[src/rtl/fir_stream_feeder_if.sv]
// fir_stream_feeder_if: upstream, core and downstream handshake signals of the FIR stream feeder.
// slave is the feeder's view, master the environment's view.
interface fir_stream_feeder_if #(
  parameter int IN_WIDTH  = 16,
  parameter int ACC_WIDTH = 40,
  parameter int OUT_WIDTH = 16
);
  logic                 s_valid;
  logic                 s_ready;
  logic [IN_WIDTH-1:0]  s_data;
  logic [IN_WIDTH-1:0]  fir_data;
  logic                 fir_valid;
  logic [ACC_WIDTH-1:0] fir_out;
  logic                 fir_out_valid;
  logic                 m_valid;
  logic                 m_ready;
  logic [OUT_WIDTH-1:0] m_data;
  modport slave (
    input  s_valid, s_data, fir_out, fir_out_valid, m_ready,
    output s_ready, fir_data, fir_valid, m_valid, m_data
  );
  modport master (
    output s_valid, s_data, fir_out, fir_out_valid, m_ready,
    input  s_ready, fir_data, fir_valid, m_valid, m_data
  );
endinterface

[src/rtl/fir_stream_feeder.sv]
// fir_stream_feeder: FIFO-buffered, one-at-a-time feeder for the FIR core with rounding/saturation and timeout.
// Define FIR_FEEDER_STATS_EN to add the stat_done/stat_sat counters.
module fir_stream_feeder #(
  parameter int IN_WIDTH  = 16,
  parameter int ACC_WIDTH = 40,
  parameter int OUT_WIDTH = 16,
  parameter int SHIFT     = 15,
  parameter int DEPTH     = 8,
  parameter int TIMEOUT   = 1024
) (
  input  logic               clk,
  input  logic               rst_n,
  fir_stream_feeder_if.slave bus,
  input  logic               err_clr,
  output logic               err_timeout
`ifdef FIR_FEEDER_STATS_EN
  ,
  output logic [31:0]        stat_done,
  output logic [15:0]        stat_sat
`endif
);
  localparam int AW = $clog2(DEPTH);
  localparam int CW = AW + 1;
  localparam int TW = $clog2(TIMEOUT);
  localparam logic signed [ACC_WIDTH:0] HALF = {{ACC_WIDTH{1'b0}}, 1'b1} << (SHIFT - 1);
  localparam logic signed [ACC_WIDTH:0] MAXV = {{(ACC_WIDTH-OUT_WIDTH+2){1'b0}}, {(OUT_WIDTH-1){1'b1}}};
  localparam logic signed [ACC_WIDTH:0] MINV = {{(ACC_WIDTH-OUT_WIDTH+2){1'b1}}, {(OUT_WIDTH-1){1'b0}}};
  typedef enum logic {IDLE, WAIT} state_t;
  state_t st_q, st_d;
  logic [IN_WIDTH-1:0] mem [DEPTH];
  logic [AW-1:0] wptr_q, rptr_q;
  logic [CW-1:0] cnt_q, cnt_d;
  logic [TW-1:0] tmr_q, tmr_d;
  logic s_ready_q, fir_valid_q, m_valid_q, err_q;
  logic [IN_WIDTH-1:0] fir_data_q;
  logic [OUT_WIDTH-1:0] m_data_q, m_data_d;
  logic push, pop, got, tout;
  logic signed [ACC_WIDTH:0] rnd, r;
  assign push = bus.s_valid && s_ready_q;
  assign cnt_d = cnt_q + CW'(push) - CW'(pop);
  // Holding issue while a result waits downstream keeps at most one result outstanding.
  always_comb begin
    st_d = st_q;
    tmr_d = tmr_q;
    pop = 1'b0;
    got = 1'b0;
    tout = 1'b0;
    if (st_q == IDLE) begin
      if (cnt_q != '0 && !m_valid_q) begin
        pop = 1'b1;
        tmr_d = '0;
        st_d = WAIT;
      end
    end else begin
      tmr_d = tmr_q + TW'(1);
      if (bus.fir_out_valid) begin
        got = 1'b1;
        st_d = IDLE;
      end else if (tmr_q == TW'(TIMEOUT - 1)) begin
        tout = 1'b1;
        st_d = IDLE;
      end
    end
  end
  always_comb begin
    rnd = $signed({bus.fir_out[ACC_WIDTH-1], bus.fir_out}) + HALF;
    r = rnd >>> SHIFT;
    m_data_d = r > MAXV ? MAXV[OUT_WIDTH-1:0] : r < MINV ? MINV[OUT_WIDTH-1:0] : r[OUT_WIDTH-1:0];
  end
  always_ff @(posedge clk)
    if (push) mem[wptr_q] <= bus.s_data;
  always_ff @(posedge clk or negedge rst_n)
    if (!rst_n) begin
      st_q <= IDLE;
      cnt_q <= '0;
      wptr_q <= '0;
      rptr_q <= '0;
      tmr_q <= '0;
      s_ready_q <= 1'b1;
      fir_valid_q <= 1'b0;
      fir_data_q <= '0;
      m_valid_q <= 1'b0;
      m_data_q <= '0;
      err_q <= 1'b0;
    end else begin
      st_q <= st_d;
      cnt_q <= cnt_d;
      wptr_q <= wptr_q + AW'(push);
      rptr_q <= rptr_q + AW'(pop);
      tmr_q <= tmr_d;
      s_ready_q <= cnt_d != CW'(DEPTH);
      fir_valid_q <= pop;
      if (pop) fir_data_q <= mem[rptr_q];
      if (got) begin
        m_valid_q <= 1'b1;
        m_data_q <= m_data_d;
      end else if (m_valid_q && bus.m_ready) begin
        m_valid_q <= 1'b0;
      end
      err_q <= !err_clr && (err_q || tout);
    end
`ifdef FIR_FEEDER_STATS_EN
  logic sat;
  assign sat = (r > MAXV) || (r < MINV);
  always_ff @(posedge clk or negedge rst_n)
    if (!rst_n) begin
      stat_done <= '0;
      stat_sat <= '0;
    end else begin
      stat_done <= stat_done + 32'(m_valid_q && bus.m_ready);
      stat_sat <= stat_sat + 16'(got && sat);
    end
`endif
  assign bus.s_ready = s_ready_q;
  assign bus.fir_data = fir_data_q;
  assign bus.fir_valid = fir_valid_q;
  assign bus.m_valid = m_valid_q;
  assign bus.m_data = m_data_q;
  assign err_timeout = err_q;
endmodule

[src/flat_wrapper.sv]
// flat-port wrapper written by rule: the top's interface ports become plain ports
module fir_stream_feeder_flat 
#(
  parameter int IN_WIDTH  = 16,
  parameter int ACC_WIDTH = 40,
  parameter int OUT_WIDTH = 16,
  parameter int SHIFT     = 15,
  parameter int DEPTH     = 8,
  parameter int TIMEOUT   = 1024
)
  (clk, rst_n, err_clr, err_timeout, bus_s_valid, bus_s_data, bus_fir_out, bus_fir_out_valid, bus_m_ready, bus_s_ready, bus_fir_data, bus_fir_valid, bus_m_valid, bus_m_data);
  fir_stream_feeder_if #(.IN_WIDTH(IN_WIDTH), .ACC_WIDTH(ACC_WIDTH), .OUT_WIDTH(OUT_WIDTH)) bus_i ();
  input  logic clk;
  input  logic rst_n;
  input  logic err_clr;
  output logic err_timeout;
  input wire logic [$bits(bus_i.s_valid)-1:0] bus_s_valid;
  input wire logic [$bits(bus_i.s_data)-1:0] bus_s_data;
  input wire logic [$bits(bus_i.fir_out)-1:0] bus_fir_out;
  input wire logic [$bits(bus_i.fir_out_valid)-1:0] bus_fir_out_valid;
  input wire logic [$bits(bus_i.m_ready)-1:0] bus_m_ready;
  output wire logic [$bits(bus_i.s_ready)-1:0] bus_s_ready;
  output wire logic [$bits(bus_i.fir_data)-1:0] bus_fir_data;
  output wire logic [$bits(bus_i.fir_valid)-1:0] bus_fir_valid;
  output wire logic [$bits(bus_i.m_valid)-1:0] bus_m_valid;
  output wire logic [$bits(bus_i.m_data)-1:0] bus_m_data;
  assign bus_i.s_valid = bus_s_valid;
  assign bus_i.s_data = bus_s_data;
  assign bus_i.fir_out = bus_fir_out;
  assign bus_i.fir_out_valid = bus_fir_out_valid;
  assign bus_i.m_ready = bus_m_ready;
  assign bus_s_ready = bus_i.s_ready;
  assign bus_fir_data = bus_i.fir_data;
  assign bus_fir_valid = bus_i.fir_valid;
  assign bus_m_valid = bus_i.m_valid;
  assign bus_m_data = bus_i.m_data;
  fir_stream_feeder #(.IN_WIDTH(IN_WIDTH), .ACC_WIDTH(ACC_WIDTH), .OUT_WIDTH(OUT_WIDTH), .SHIFT(SHIFT), .DEPTH(DEPTH), .TIMEOUT(TIMEOUT)) u_core (.clk(clk), .rst_n(rst_n), .bus(bus_i), .err_clr(err_clr), .err_timeout(err_timeout));
endmodule
[config.mk]
export PLATFORM = sky130hd
export DESIGN_NAME = fir_stream_feeder_flat
export DESIGN_NICKNAME = d
export VERILOG_FILES = /design/src/rtl/fir_stream_feeder_if.sv /design/src/rtl/fir_stream_feeder.sv /design/src/flat_wrapper.sv
export SDC_FILE = /design/constraint.sdc
export NUM_CORES = 1
export LEC_CHECK = 0
export BUFFER_PORTS_ARGS = -buffer_cell sky130_fd_sc_hd__buf_2
export CAP_MARGIN = 20
export CORE_UTILIZATION = 52
export CTS_CLUSTER_DIAMETER = 60
export DETAILED_ROUTE_END_ITERATION = 7
export PLACE_DENSITY = 0.84
export SETUP_SLACK_MARGIN = 0.15
export SYNTH_ARGS = -nofsm -noshare
export SYNTH_HDL_FRONTEND = slang
export SYNTH_SLANG_ARGS = --single-unit
export TNS_END_PERCENT = 1
[constraint.sdc]
create_clock -name clk -period 2.8 [get_ports clk]
set_clock_uncertainty 0.05 [all_clocks]
set_input_delay 0.28 -clock clk [delete_from_list [all_inputs] [get_ports clk]]
set_output_delay 0.28 -clock clk [all_outputs]
set_load 0.005 [all_outputs]
# Word-level counts from Yosys, hierarchy flattened
# Memory sizes are Yosys's and may differ from the RTL's. A register that Yosys moved wholly into a read port is not among the register bits.
# Index checks and enable logic that the tools add are counted.
totals:
  memories: 1
  register_bits: 41
  output_inout_bits: 36
  elab_cells: 50
  input_bits: 62
  mem_bits_rw: 128
op_classes:
  order_cmp: 2
  n_eq_ne: 2
  n_mux: 18
  addsub: 6
  n_reduce_logical: 11
mem_list:
  columns: ["memory", "words", "word_bits", "read_ports", "rd_clocked_by_memory_dff", "write_ports", "line", "source"]
  rows:
  - ["u_core.mem", 8, 16, 1, 1, 1, "fir_stream_feeder.sv:30", "logic [IN_WIDTH-1:0] mem [DEPTH];"]
op_table:
  columns: ["cell", "n"]
  rows:
  - ["$add 40x16->41 const B", 1]
  - ["$mux 16", 2]
  - ["$gt 26x16->1 const B", 1]
  - ["$lt 26x16->1 const B", 1]
  - ["$mux 10", 2]
  - ["$mux 1", 14]
  - ["$add 10x1->10 const B", 1]
  - ["$eq 10x10->1 const B", 1]
  - ["$add 3x1->3", 2]
  - ["$add 4x1->4", 1]
  - ["$logic_and 1x1->1", 4]
  - ["$ne 4x4->1 const B", 1]
  - ["$reduce_bool 2->1", 2]
  - ["$reduce_bool 4->1", 1]
  - ["$sub 4x1->4", 1]
  - ["$logic_not 1->1", 3]
  - ["$logic_or 1x1->1", 1]

# Logic depth before layout (Yosys ltp)
# Gate-level depths: netlist of run 1.
depth:
  depth_word: 6
  depth_mapped: 13
  ltp_nobuf: 12

# Worst setup path after synthesis of run 1
# OpenSTA, ideal clock, no wires.
synth_timing:
  path_kind: "flip-flop to flip-flop"
  start: "reg u_core.cnt_q[2]"
  end: "reg u_core.s_ready_q, in the netlist u_core.bus.s_ready"
  stages_incl_launch_ff: 14
  setup_slack_ns: -0.079
  required_time_ns: 2.650
  setup_ns: 0.100
  n_path_buf: 1
  arrival_time_ns: 2.729
  path_cell_list: "dfrtp_1 > inv_1 > ha_1 > a31oi_1 > nand2b_1 > clkbuf_1 > inv_1 > ha_1 > inv_1 > ha_1 > inv_1 > fa_1 > inv_1 > or4b_2"
synth_between:
  elab_chain_len: 6
  elab_cells_between_ends: 7
  cone_classes: "add/sub: 2; eq/ne: 1; mux: 2; reduce/logical: 2"
synth_rtl:
  columns: ["element", "line", "source"]
  rows:
  - ["start, declared", "fir_stream_feeder.sv:32", "logic [CW-1:0] cnt_q, cnt_d;"]
  - ["start signal, assigned", "fir_stream_feeder.sv:87", "cnt_q <= cnt_d;"]
  - ["$reduce_bool 4->1", "fir_stream_feeder.sv:49", "if (cnt_q != '0 && !m_valid_q) begin"]
  - ["$logic_and 1x1->1", "fir_stream_feeder.sv:49", null]
  - ["$mux 1", "fir_stream_feeder.sv:49", null]
  - ["$mux 1", "fir_stream_feeder.sv:48", "if (st_q == IDLE) begin"]
  - ["net u_core.pop", "fir_stream_feeder.sv:37", "logic push, pop, got, tout;"]
  - ["$sub 4x1->4", "fir_stream_feeder.sv:40", "assign cnt_d = cnt_q + CW'(push) - CW'(pop);"]
  - ["net u_core.cnt_d[1]", "fir_stream_feeder.sv:32", null]
  - ["$ne 4x4->1", "fir_stream_feeder.sv:91", "s_ready_q <= cnt_d != CW'(DEPTH);"]
  - ["end signal, assigned", "fir_stream_feeder.sv:91", null]
  - ["end, declared", "fir_stream_feeder.sv:34", "logic s_ready_q, fir_valid_q, m_valid_q, err_q;"]
# The timed path passes the listed nets, and every way through them passes these cells.
# A chain may end at the register's enable or synchronous reset.

# Worst setup path in the final report of run 1
# Same ends and word-level chain as after synthesis.

==> results of run 1 <==
[per-stage QoR]
step	power, µW	utilization	hold slack [ns]	std cells	instance area (µm²)
2_1_floorplan	5670	-	-0.0656	539	8090
3_3_place_gp	6420	0.574	0.388	798	8730
3_5_place_dp	6590	0.574	0.399	798	8730
4_1_cts	9090	0.617	0.0515	833	9380
5_1_grt	9640	0.622	0.0595	838	9460
6_report	9160	0.622	0.0714	838	9460
[state kept, by name, indices dropped and copies added, names as in the netlist]
register / cells
u_core.bus.fir_data: 16
u_core.bus.fir_valid: 1
u_core.bus.m_data: 16
u_core.bus.m_valid: 1
u_core.bus.s_ready: 1
u_core.cnt_q: 4
u_core.err_timeout: 1
u_core.mem: 128
u_core.rptr_q: 3
u_core.st_q: 1
u_core.tmr_q: 10
u_core.wptr_q: 3
[cell families (layout without fill, tap and decap cells)]
kind of cell | after synthesis | in the layout | share of synthesized area
flops | 185 | 185 | 0.653
fa+ha+maj | 12 | 12 | 0.0195
buf+inv | 43 | 154 | 0.0239
simple gates | 153 | 153 | 0.0991
xor+xnor | 18 | 18 | 0.0195
mux | 50 | 50 | 0.112
compound gates | 78 | 78 | 0.0730
[critical path, cell delays in order, from the launching register on]
cell	delay [ns]
dfrtp_1	0.34
inv_2	0.06
ha_4	0.16
a31oi_4	0.19
nand2b_4	0.08
inv_4	0.06
ha_2	0.26
inv_2	0.07
ha_4	0.13
inv_2	0.04
fa_1	0.54
inv_2	0.05
or4b_4	0.52
[placed cells by master (no fill, tap or decap), types with 3 or more instances in the layout]
cell	n
and3_1	5
a22o_1	4
nor2_1	30
a41oi_2	6
o21ai_0	27
a21oi_1	8
edfxtp_1	128
and2_1	3
nand3_1	28
ha_1	8
buf_4	22
clkbuf_8	4
buf_2	83
a41oi_1	6
dfrtp_1	55
inv_1	8
nand2_1	37
mux4_2	32
inv_2	5
a311oi_1	3
nand2b_1	14
and4_1	4
a31oi_1	3
xor2_1	7
nand4_1	7
or3_1	5
dlygate4sd3_1	3
clkbuf_16	17
mux2i_1	16
xnor2_1	11
o211ai_1	3
or4_1	3
[power by group]
part           switching [µW]  internal (µW)
clock                    1020           1430
sequential                389           3570
combinational            1400           1350
total                    2810           6350
[layout make-up]
type	count	area share
clock inverters	11	0.0143
clock buffers	21	0.0508
repair buffers	108	0.0645
multi-input cells	311	0.282
flip-flops and latches	185	0.557
inverters	14	0.00582
well taps	188	0.0249
[routing by layer]
layer / routed length [µm] / vias to the layer above / share of wire
met1: 6750 / 2504 / 0.40
met4: 295 / 2 / 0.018
met3: 977 / 29 / 0.059
li1: - / 2283 / -
met2: 8640 / 149 / 0.52
met5: 10 / - / 0.00060
[repair_timing]
item,in CTS,in global routing
hold buffers,3,0
gates resized for setup,4,6
pin swaps,0,3
setup buffers,0,5
setup endpoints to repair,1,1
endpoints found under the hold margin,42,0
cloned,0,0
[path summary, 6_finish.rpt]
path / slack [ns] / depth (start not counted) / to / from
min reg2reg: 0.42 / 2 / u_core.bus.fir_data[15] / u_core.bus.fir_data[15]
max: 0.16 / 12 / u_core.bus.s_ready / u_core.cnt_q[2]
min: 0.07 / 1 / u_core.mem[4][10] / bus_s_data[10]
min in group asynchronous: 0.49 / 3 / u_core.bus.fir_data[10] / rst_n
max reg2reg: 0.16 / 12 / u_core.bus.s_ready / u_core.cnt_q[2]
max in group asynchronous: 1.66 / 3 / u_core.rptr_q[0] / rst_n
==> reports/metrics.yaml, run 1 <==
multi_input_area_um2: 2670
cts.clk_slew.worst_paths_ns: 0.06
dp_hpwl_mm: 10.5
yosysUniqueCellTypes: 56
syn-num-nets: 613
drv_slew: 0
min_path_type: "in -> reg"
grt.total_usage: 0.220
grt_max_degree: 58
finalCritPeriodShare: 0.943
portBuffers: 83
final-seq-area_um2: 5270
cts_root_buffer: "clkbuf_16"
grtUsageMet2: 0.385
start_util: 0.531
power_leakage_uw: 0.00355
core_um2: 15200
synth_top_cell_by_area: "edfxtp_1"
fin_ws_ns: 0.159
synth_cells: 539
syn_avg_cell_area_um2: 15.0
clkSinkCount: 185
fin_setup_tns_ns: 0
die_area_um2: 16000
synth_most_common_cell: "edfxtp_1"
drc: 0
dr.first_iter.drc_count: 262
placement_rows: 45
place_ws_ns: 0.143
drv_cap: 0
critical_path_class: "reg -> reg"
clk_latency_ns: 0.43
ctsHtreeMaxLevel: 4
gr-total-overflow: 0
clk_path_buf_depth: 2
tightest_slew_ns: 0.769
numCtsBuffers: 17
cts_tree: "built"
grt-busiest-layer: "met2"
drt-pass1-iter-count: 4
grt.met3_usage: 0.0536
layout.nets: 711
outcome: "finished, final reports clean"
grt_pass1_vias: 5079
synth_ff_type: "edfxtp_1"
viasPerCell: 5.93
antenna_cells: 0
vdd_drop_max_v: 0.000602
required_ns: 3.09
path_max_fanout: 3
critPathLaunchType: "flip-flop"
nFillCells: 1117
synth_top_area_frac: 0.476
async_flop_share: 0.308
ys_seq_area_frac: 0.653
powerDensity_nw_per_um2: 968
rsz0062_at_grt: "no"
hold_viol_final: 0
vias: 4967
finalSetupViolations: 0
drive_gt1_frac: 0.311
antenna_left: 0
synth_edf_count: 128
crit_arrival_ns: 2.93
yosys_warnings: 0
max_freq_mhz: 379
end_kind: "flip-flop"
yosys_register_bits: 185
yosys-top-cells-count: "edfxtp_1, dfrtp_1, nand2_1"
gp_congestion: 0.865
antenna_found_initial: 1
die-width_um: 127
max_slew_margin: 0.487
grt_pass1_wl_mm: 26.2
io_pins: 98
netlist_area_um2: 8070
syn2layout_area_growth_pct: 17.2
period_needed_ns: 2.64
grt_use_met1: 0.257
die_h_um: 127
synth_top_cells_by_area: "edfxtp_1, dfrtp_1, mux4_2"
wl_mm: 16.7
routedWlPerCell_um: 19.9
No activity file was read; power rests on OpenSTA's default activity.
==> run 2: changes to the inputs <==
Settings changed: MAX_ROUTING_LAYER from default to met4, PLACE_DENSITY 0.84 to 0.83.
==> run 2 against run 1 <==
Combinational power is 2% higher. First-iteration DRC count is 84% higher. Clock power is 11% higher. Die area stayed put. Cell count increased by 0.60%. Global-route usage is 2.0 points higher. Flip-flop and latch count unchanged. Worst setup slack improved by 0.059 ns. Critical endpoint unchanged. Largest power group unchanged.
==> reports/metrics.yaml, run 2 (synthesis results as in run 1) <==
hp-start: "bus_s_data[4]"
required_ns: 3.09
layout.nets: 715
grt_pass1_vias: 5304
die_area_um2: 16000
clkSinkCount: 185
dp_hpwl_mm: 11.2
powerDensity_nw_per_um2: 992
clk_latency_ns: 0.43
grt_max_degree: 42
dr.first_iter.drc_count: 482
numCtsBuffers: 17
layout_common_cells: "edfxtp_1, buf_2, dfrtp_1"
ctsHtreeMaxLevel: 4
cts_tree: "built"
drive_gt1_frac: 0.313
critPathLaunchType: "flip-flop"
cts_root_buffer: "clkbuf_16"
drt-pass1-iter-count: 5
core_um2: 15200
placement_rows: 45
tightest_slew_ns: 0.977
dp_cells: 801
path_max_fanout: 2
routedWlPerCell_um: 20.9
grt.total_usage: 0.240
drc: 0
min_path_type: "in -> reg"
crit_arrival_ns: 2.87
whs_path_depth: 1
gr-total-overflow: 0
fin_setup_tns_ns: 0
cts.clk_slew.worst_paths_ns: 0.07
rsz0062_at_grt: "yes"
finalCritPeriodShare: 0.922
antenna_found_initial: 1
clk_path_buf_depth: 2
drv_cap: 0
vdd_drop_max_v: 0.000487
end_kind: "flip-flop"
startpoint: "u_core.cnt_q[3]"
finalSetupViolations: 0
gp_congestion: 0.864
period_needed_ns: 2.58
start_util: 0.531
hold_viol_final: 0
drv_slew: 0
die-width_um: 127
viasPerCell: 6.12
r2r_start: "u_core.cnt_q[3]"
final_util: 0.629
vias: 5159
portBuffers: 83
die_h_um: 127
max_freq_mhz: 387
finalNonFillerCells: 843
outcome: "finished, final reports clean"
power_leakage_uw: 0.00359
top_register: "u_core.mem"
critical_path_class: "reg -> reg"
wl_mm: 17.6
grt_pass1_wl_mm: 27.8
antenna_left: 0
max_slew_margin: 0.349
syn2layout_area_growth_pct: 18.6
largest_reg_flops: 128
io_pins: 98
rr_worst_depth: 12
final_common_cell: "edfxtp_1"
==> run 2: cell types whose count changed in the layout (fill, tap and decap cells not counted), sizes merged <==
cell      delta
buf          +4
bufinv       +4
clkbuf       -2
clkinv       -2
clkinvlp     +1
diode        +1
inv          -1
==> run 2: routing by layer <==
| layer | vias to the layer above | routed length, µm | global-route usage |
|---|---|---|---|
| met5 | - | 0 | - |
| met4 | 0 | 355 | 0.0858 |
| met3 | 35 | 1200 | 0.0590 |
| met2 | 231 | 9170 | 0.404 |
| met1 | 2599 | 6900 | 0.281 |
| li1 | 2294 | - | - |
==> run 2: power by group <==
group | switching [µW] | internal [µW]
Combinational | 1460 | 1360
Sequential | 382 | 3570
Clock | 1010 | 1710
==> run 2: critical path: stages (launching register included) <==
cell and delay, ns:
dfrtp_1 0.36, inv_2 0.05, ha_4 0.15, a31oi_4 0.22
nand2b_4 0.09, inv_4 0.06, ha_4 0.19, inv_2 0.06
ha_4 0.13, inv_2 0.04, fa_1 0.56, inv_2 0.05
or4b_4 0.51
==> run 2: worst paths after layout <==
| check | end | slack [ns] |
|---|---|---|
| worst max-delay path | u_core.bus.s_ready | 0.22 |
| worst min-delay path | u_core.mem[7][4] | 0.07 |
| worst max register to register | u_core.bus.s_ready | 0.22 |
| worst min register to register | u_core.bus.fir_data[13] | 0.44 |
| max in group asynchronous | u_core.bus.s_ready | 1.39 |
| min in group asynchronous | u_core.bus.fir_data[10] | 0.53 |
==> run 2: per-stage QoR <==
stage / hold WS [ns] / setup WS (ns) / power, µW / cell area, µm²
after floorplan: -0.0656 / 0.212 / 5670 / 8090
after global placement: 0.393 / 0.209 / 6450 / 8750
after detailed placement: 0.408 / 0.0755 / 6620 / 8750
after CTS: 0.0443 / 0.161 / 9430 / 9490
after global routing: 0.0613 / 0.118 / 9970 / 9570
final: 0.0670 / 0.218 / 9490 / 9570
==> run 2: final cells by class <==
class | instances | area, µm²
antenna | 1 | 2.50
clock buffer | 19 | 443
clock inverter | 13 | 239
fill | 1096 | 5630
inverter | 14 | 55.1
multi-input combinational | 311 | 2680
sequential | 185 | 5270
tap | 188 | 235
timing repair buffer | 112 | 641
==> run 2: what timing repair did <==
item	CTS	global route
endpoints found under the hold margin	41	0
hold buffers	3	0
setup endpoints to repair	1	1
pin swaps	0	3
resized for setup	2	8
setup buffers	2	4
cloned	0	0
==> run 3: changes to the inputs <==
Settings changed: ABC_AREA from default to 1, BUFFER_PORTS_ARGS -buffer_cell sky130_fd_sc_hd__buf_2 to -buffer_cell sky130_fd_sc_hd__buf_4, CORE_UTILIZATION 52 to 53, PLACE_DENSITY 0.83 to 0.84, SLEW_MARGIN from default to 20.
==> run 3 against run 2 <==
First-iteration DRC count increased by 11%. Combinational power increased by 8.2%. Flip-flop and latch count unchanged. Highest routed layer unchanged. Clock-buffer cell count decreased by 2. Largest cell class unchanged. Sequential share of layout area decreased by 1.5 points. Total power decreased by 1.7%. Hold slack got worse by 0.039 ns.
==> reports/metrics.yaml, run 3 <==
synth_edf_count: 128
syn_avg_cell_area_um2: 10.9
start_util: 0.545
max_slew_margin: 0.430
postCtsSetupBuffers: 0
grt_max_degree: 66
clkPwrFrac: 0.256
powerDensity_nw_per_um2: 948
outcome: "finished, final reports clean"
drv_slew: 0
vdd_drop_max_v: 0.000602
netlist_area_um2: 8320
period_needed_ns: 2.38
comb_power_share: 0.327
synth_top_cell_by_area: "edfxtp_1"
drt-pass1-iter-count: 5
drv_cap: 0
synth_mux_area_frac: 0.0204
syn-num-nets: 835
ctsHtreeMaxLevel: 4
yosysUniqueCellTypes: 44
dp_cells: 1044
clkSinkCount: 185
yosys_register_bits: 185
cts_tree: "built"
cts.clk_slew.worst_paths_ns: 0.07
fin_setup_tns_ns: 0
rsz0062_at_grt: "no"
ys_seq_area_frac: 0.633
antenna_found_initial: 0
layout_common_cells: "nand2_1, edfxtp_1, buf_4"
required_ns: 3.10
wl_mm: 17.4
crit_arrival_ns: 2.67
cts_root_buffer: "clkbuf_16"
min_path_type: "in -> reg"
p_int_uw: 6120
grt_pass1_wl_mm: 28.2
portBuffers: 83
clk_latency_ns: 0.43
hold_slack_ns: 0.0277
die-width_um: 127
die_area_um2: 16200
synth_top_area_frac: 0.462
vias: 5804
nFillCells: 1117
critPathLaunchType: "flip-flop"
syn2layout_area_growth_pct: 18.3
layout.nets: 930
synth_most_common_cell: "nand2_1"
critical_path_class: "reg -> reg"
synth_top_cells_by_area: "edfxtp_1, dfrtp_1, nand2_1"
hold_viol_final: 0
startpoint: "u_core.cnt_q[2]"
max_freq_mhz: 421
hp-start: "bus_s_data[11]"
dp_hpwl_mm: 11.0
switching_share: 0.344
grt.total_usage: 0.236
antenna_left: 0
synth-adder-area-share: 0.0189
power_leakage_uw: 0.00414
viasPerCell: 5.37
yosys-top-cells-count: "nand2_1, edfxtp_1, nor2_1"
synth_cells: 761
finalSetupViolations: 0
drc: 0
synth_ff_type: "edfxtp_1"
antenna_cells: 0
grt_pass1_vias: 5550
io_pins: 98
placement_rows: 45
top_register: "u_core.mem"
routedWlPerCell_um: 16.1
end_kind: "flip-flop"
synthSimpleGateAreaFrac: 0.183
path_max_fanout: 2
numCtsBuffers: 17
drive_gt1_frac: 0.203
tightest_slew_ns: 0.855
clk_path_buf_depth: 2
async_flop_share: 0.308
die_h_um: 127
fin_area_um2: 9840
r2r_start: "u_core.cnt_q[2]"
switchingPower_uw: 3200
gp_congestion: 0.933
finalNonFillerCells: 1080
dpl-instance-area_um2: 9220
finalPower_uw: 9330
final_common_cell: "nand2_1"
synth-xor-area-share: 0.0189
gr-total-overflow: 0
dr.first_iter.drc_count: 535
finalCritPeriodShare: 0.849
p_seq_frac: 0.417
yosys_warnings: 0
core_um2: 15300
synth_compound_area_frac: 0.0825
largest_reg_flops: 128
synth_top_family_by_area: "simple AND/OR/NAND/NOR gates"
## run 3: cell count changes after synthesis, moves of 16 or more
| cell | delta |
|---|---|
| mux4_2 | -32 |
| inv_1 | +39 |
| nand2_2 | +18 |
| nor2_1 | +71 |
| nand2_1 | +140 |
| o32ai_1 | +16 |
| o221ai_1 | +16 |
## run 3: power groups by stage
stage	sequential [µW]	clock (µW)	combinational, µW
2_1_floorplan	3870	0	1920
3_3_place_gp	3910	0	2910
3_5_place_dp	3930	0	3020
4_1_cts	3890	2410	3070
5_1_grt	3950	2510	3400
6_report	3890	2390	3050
## run 3: what timing repair did
item                                   4_1_cts  5_1_grt
endpoints found under the hold margin       59        0
hold buffers                                 4        0
gates resized for setup                      0        0
## run 3: path summary, 6_finish.rpt
path | endpoint | slack (ns) | cells after the start
max | u_core.bus.s_ready | 0.42 | 13
min reg2reg | u_core.rptr_q[2] | 0.43 | 1
max in group asynchronous | u_core.rptr_q[0] | 1.71 | 2
min in group asynchronous | u_core.bus.m_data[4] | 0.42 | 2
max reg2reg | u_core.bus.s_ready | 0.42 | 13
min | u_core.mem[6][11] | 0.03 | 1
## run 3: metal layers
layer | wire, µm | global-route usage
met5 | 0 | -
met4 | 366 | 0.0945
met3 | 888 | 0.0402
met2 | 8800 | 0.379
met1 | 7340 | 0.300
## run 3: final cells by class
cell class	instances	area [µm²]	share of cell area
flip-flops and latches	185	5270	0.536
multi-input cells	492	2700	0.274
well taps	211	264	0.0268
repair buffers	106	818	0.0831
clock buffers	17	425	0.0432
inverters	54	203	0.0206
clock inverters	15	160	0.0163
## run 3: kinds of logic after synthesis
group,after synthesis
AO/OA/AOI/OAI,102
XOR/XNOR,18
adder cells (fa/ha/maj),12
buffers and inverters,84
flip-flops,185
multiplexers,17
AND/OR/NAND/NOR,343
## run 3: worst max-delay path, cell delays in order (launching register included)
cell and delay [ns]:
dfrtp_1 0.33, inv_1 0.06, ha_1 0.19, a31oi_1 0.19, inv_1 0.07, nor2_2 0.11
ha_1 0.24, inv_1 0.06, ha_1 0.15, inv_1 0.05, fa_1 0.47, inv_1 0.05
nor3_1 0.18, nand2_1 0.08
## run 3: stage by stage
stage	utilization	setup WS [ns]
6_report	0.645	0.424
5_1_grt	0.645	0.177
4_1_cts	0.645	0.401
3_5_place_dp	0.604	0.446
3_3_place_gp	0.604	0.476
2_1_floorplan	-	0.204
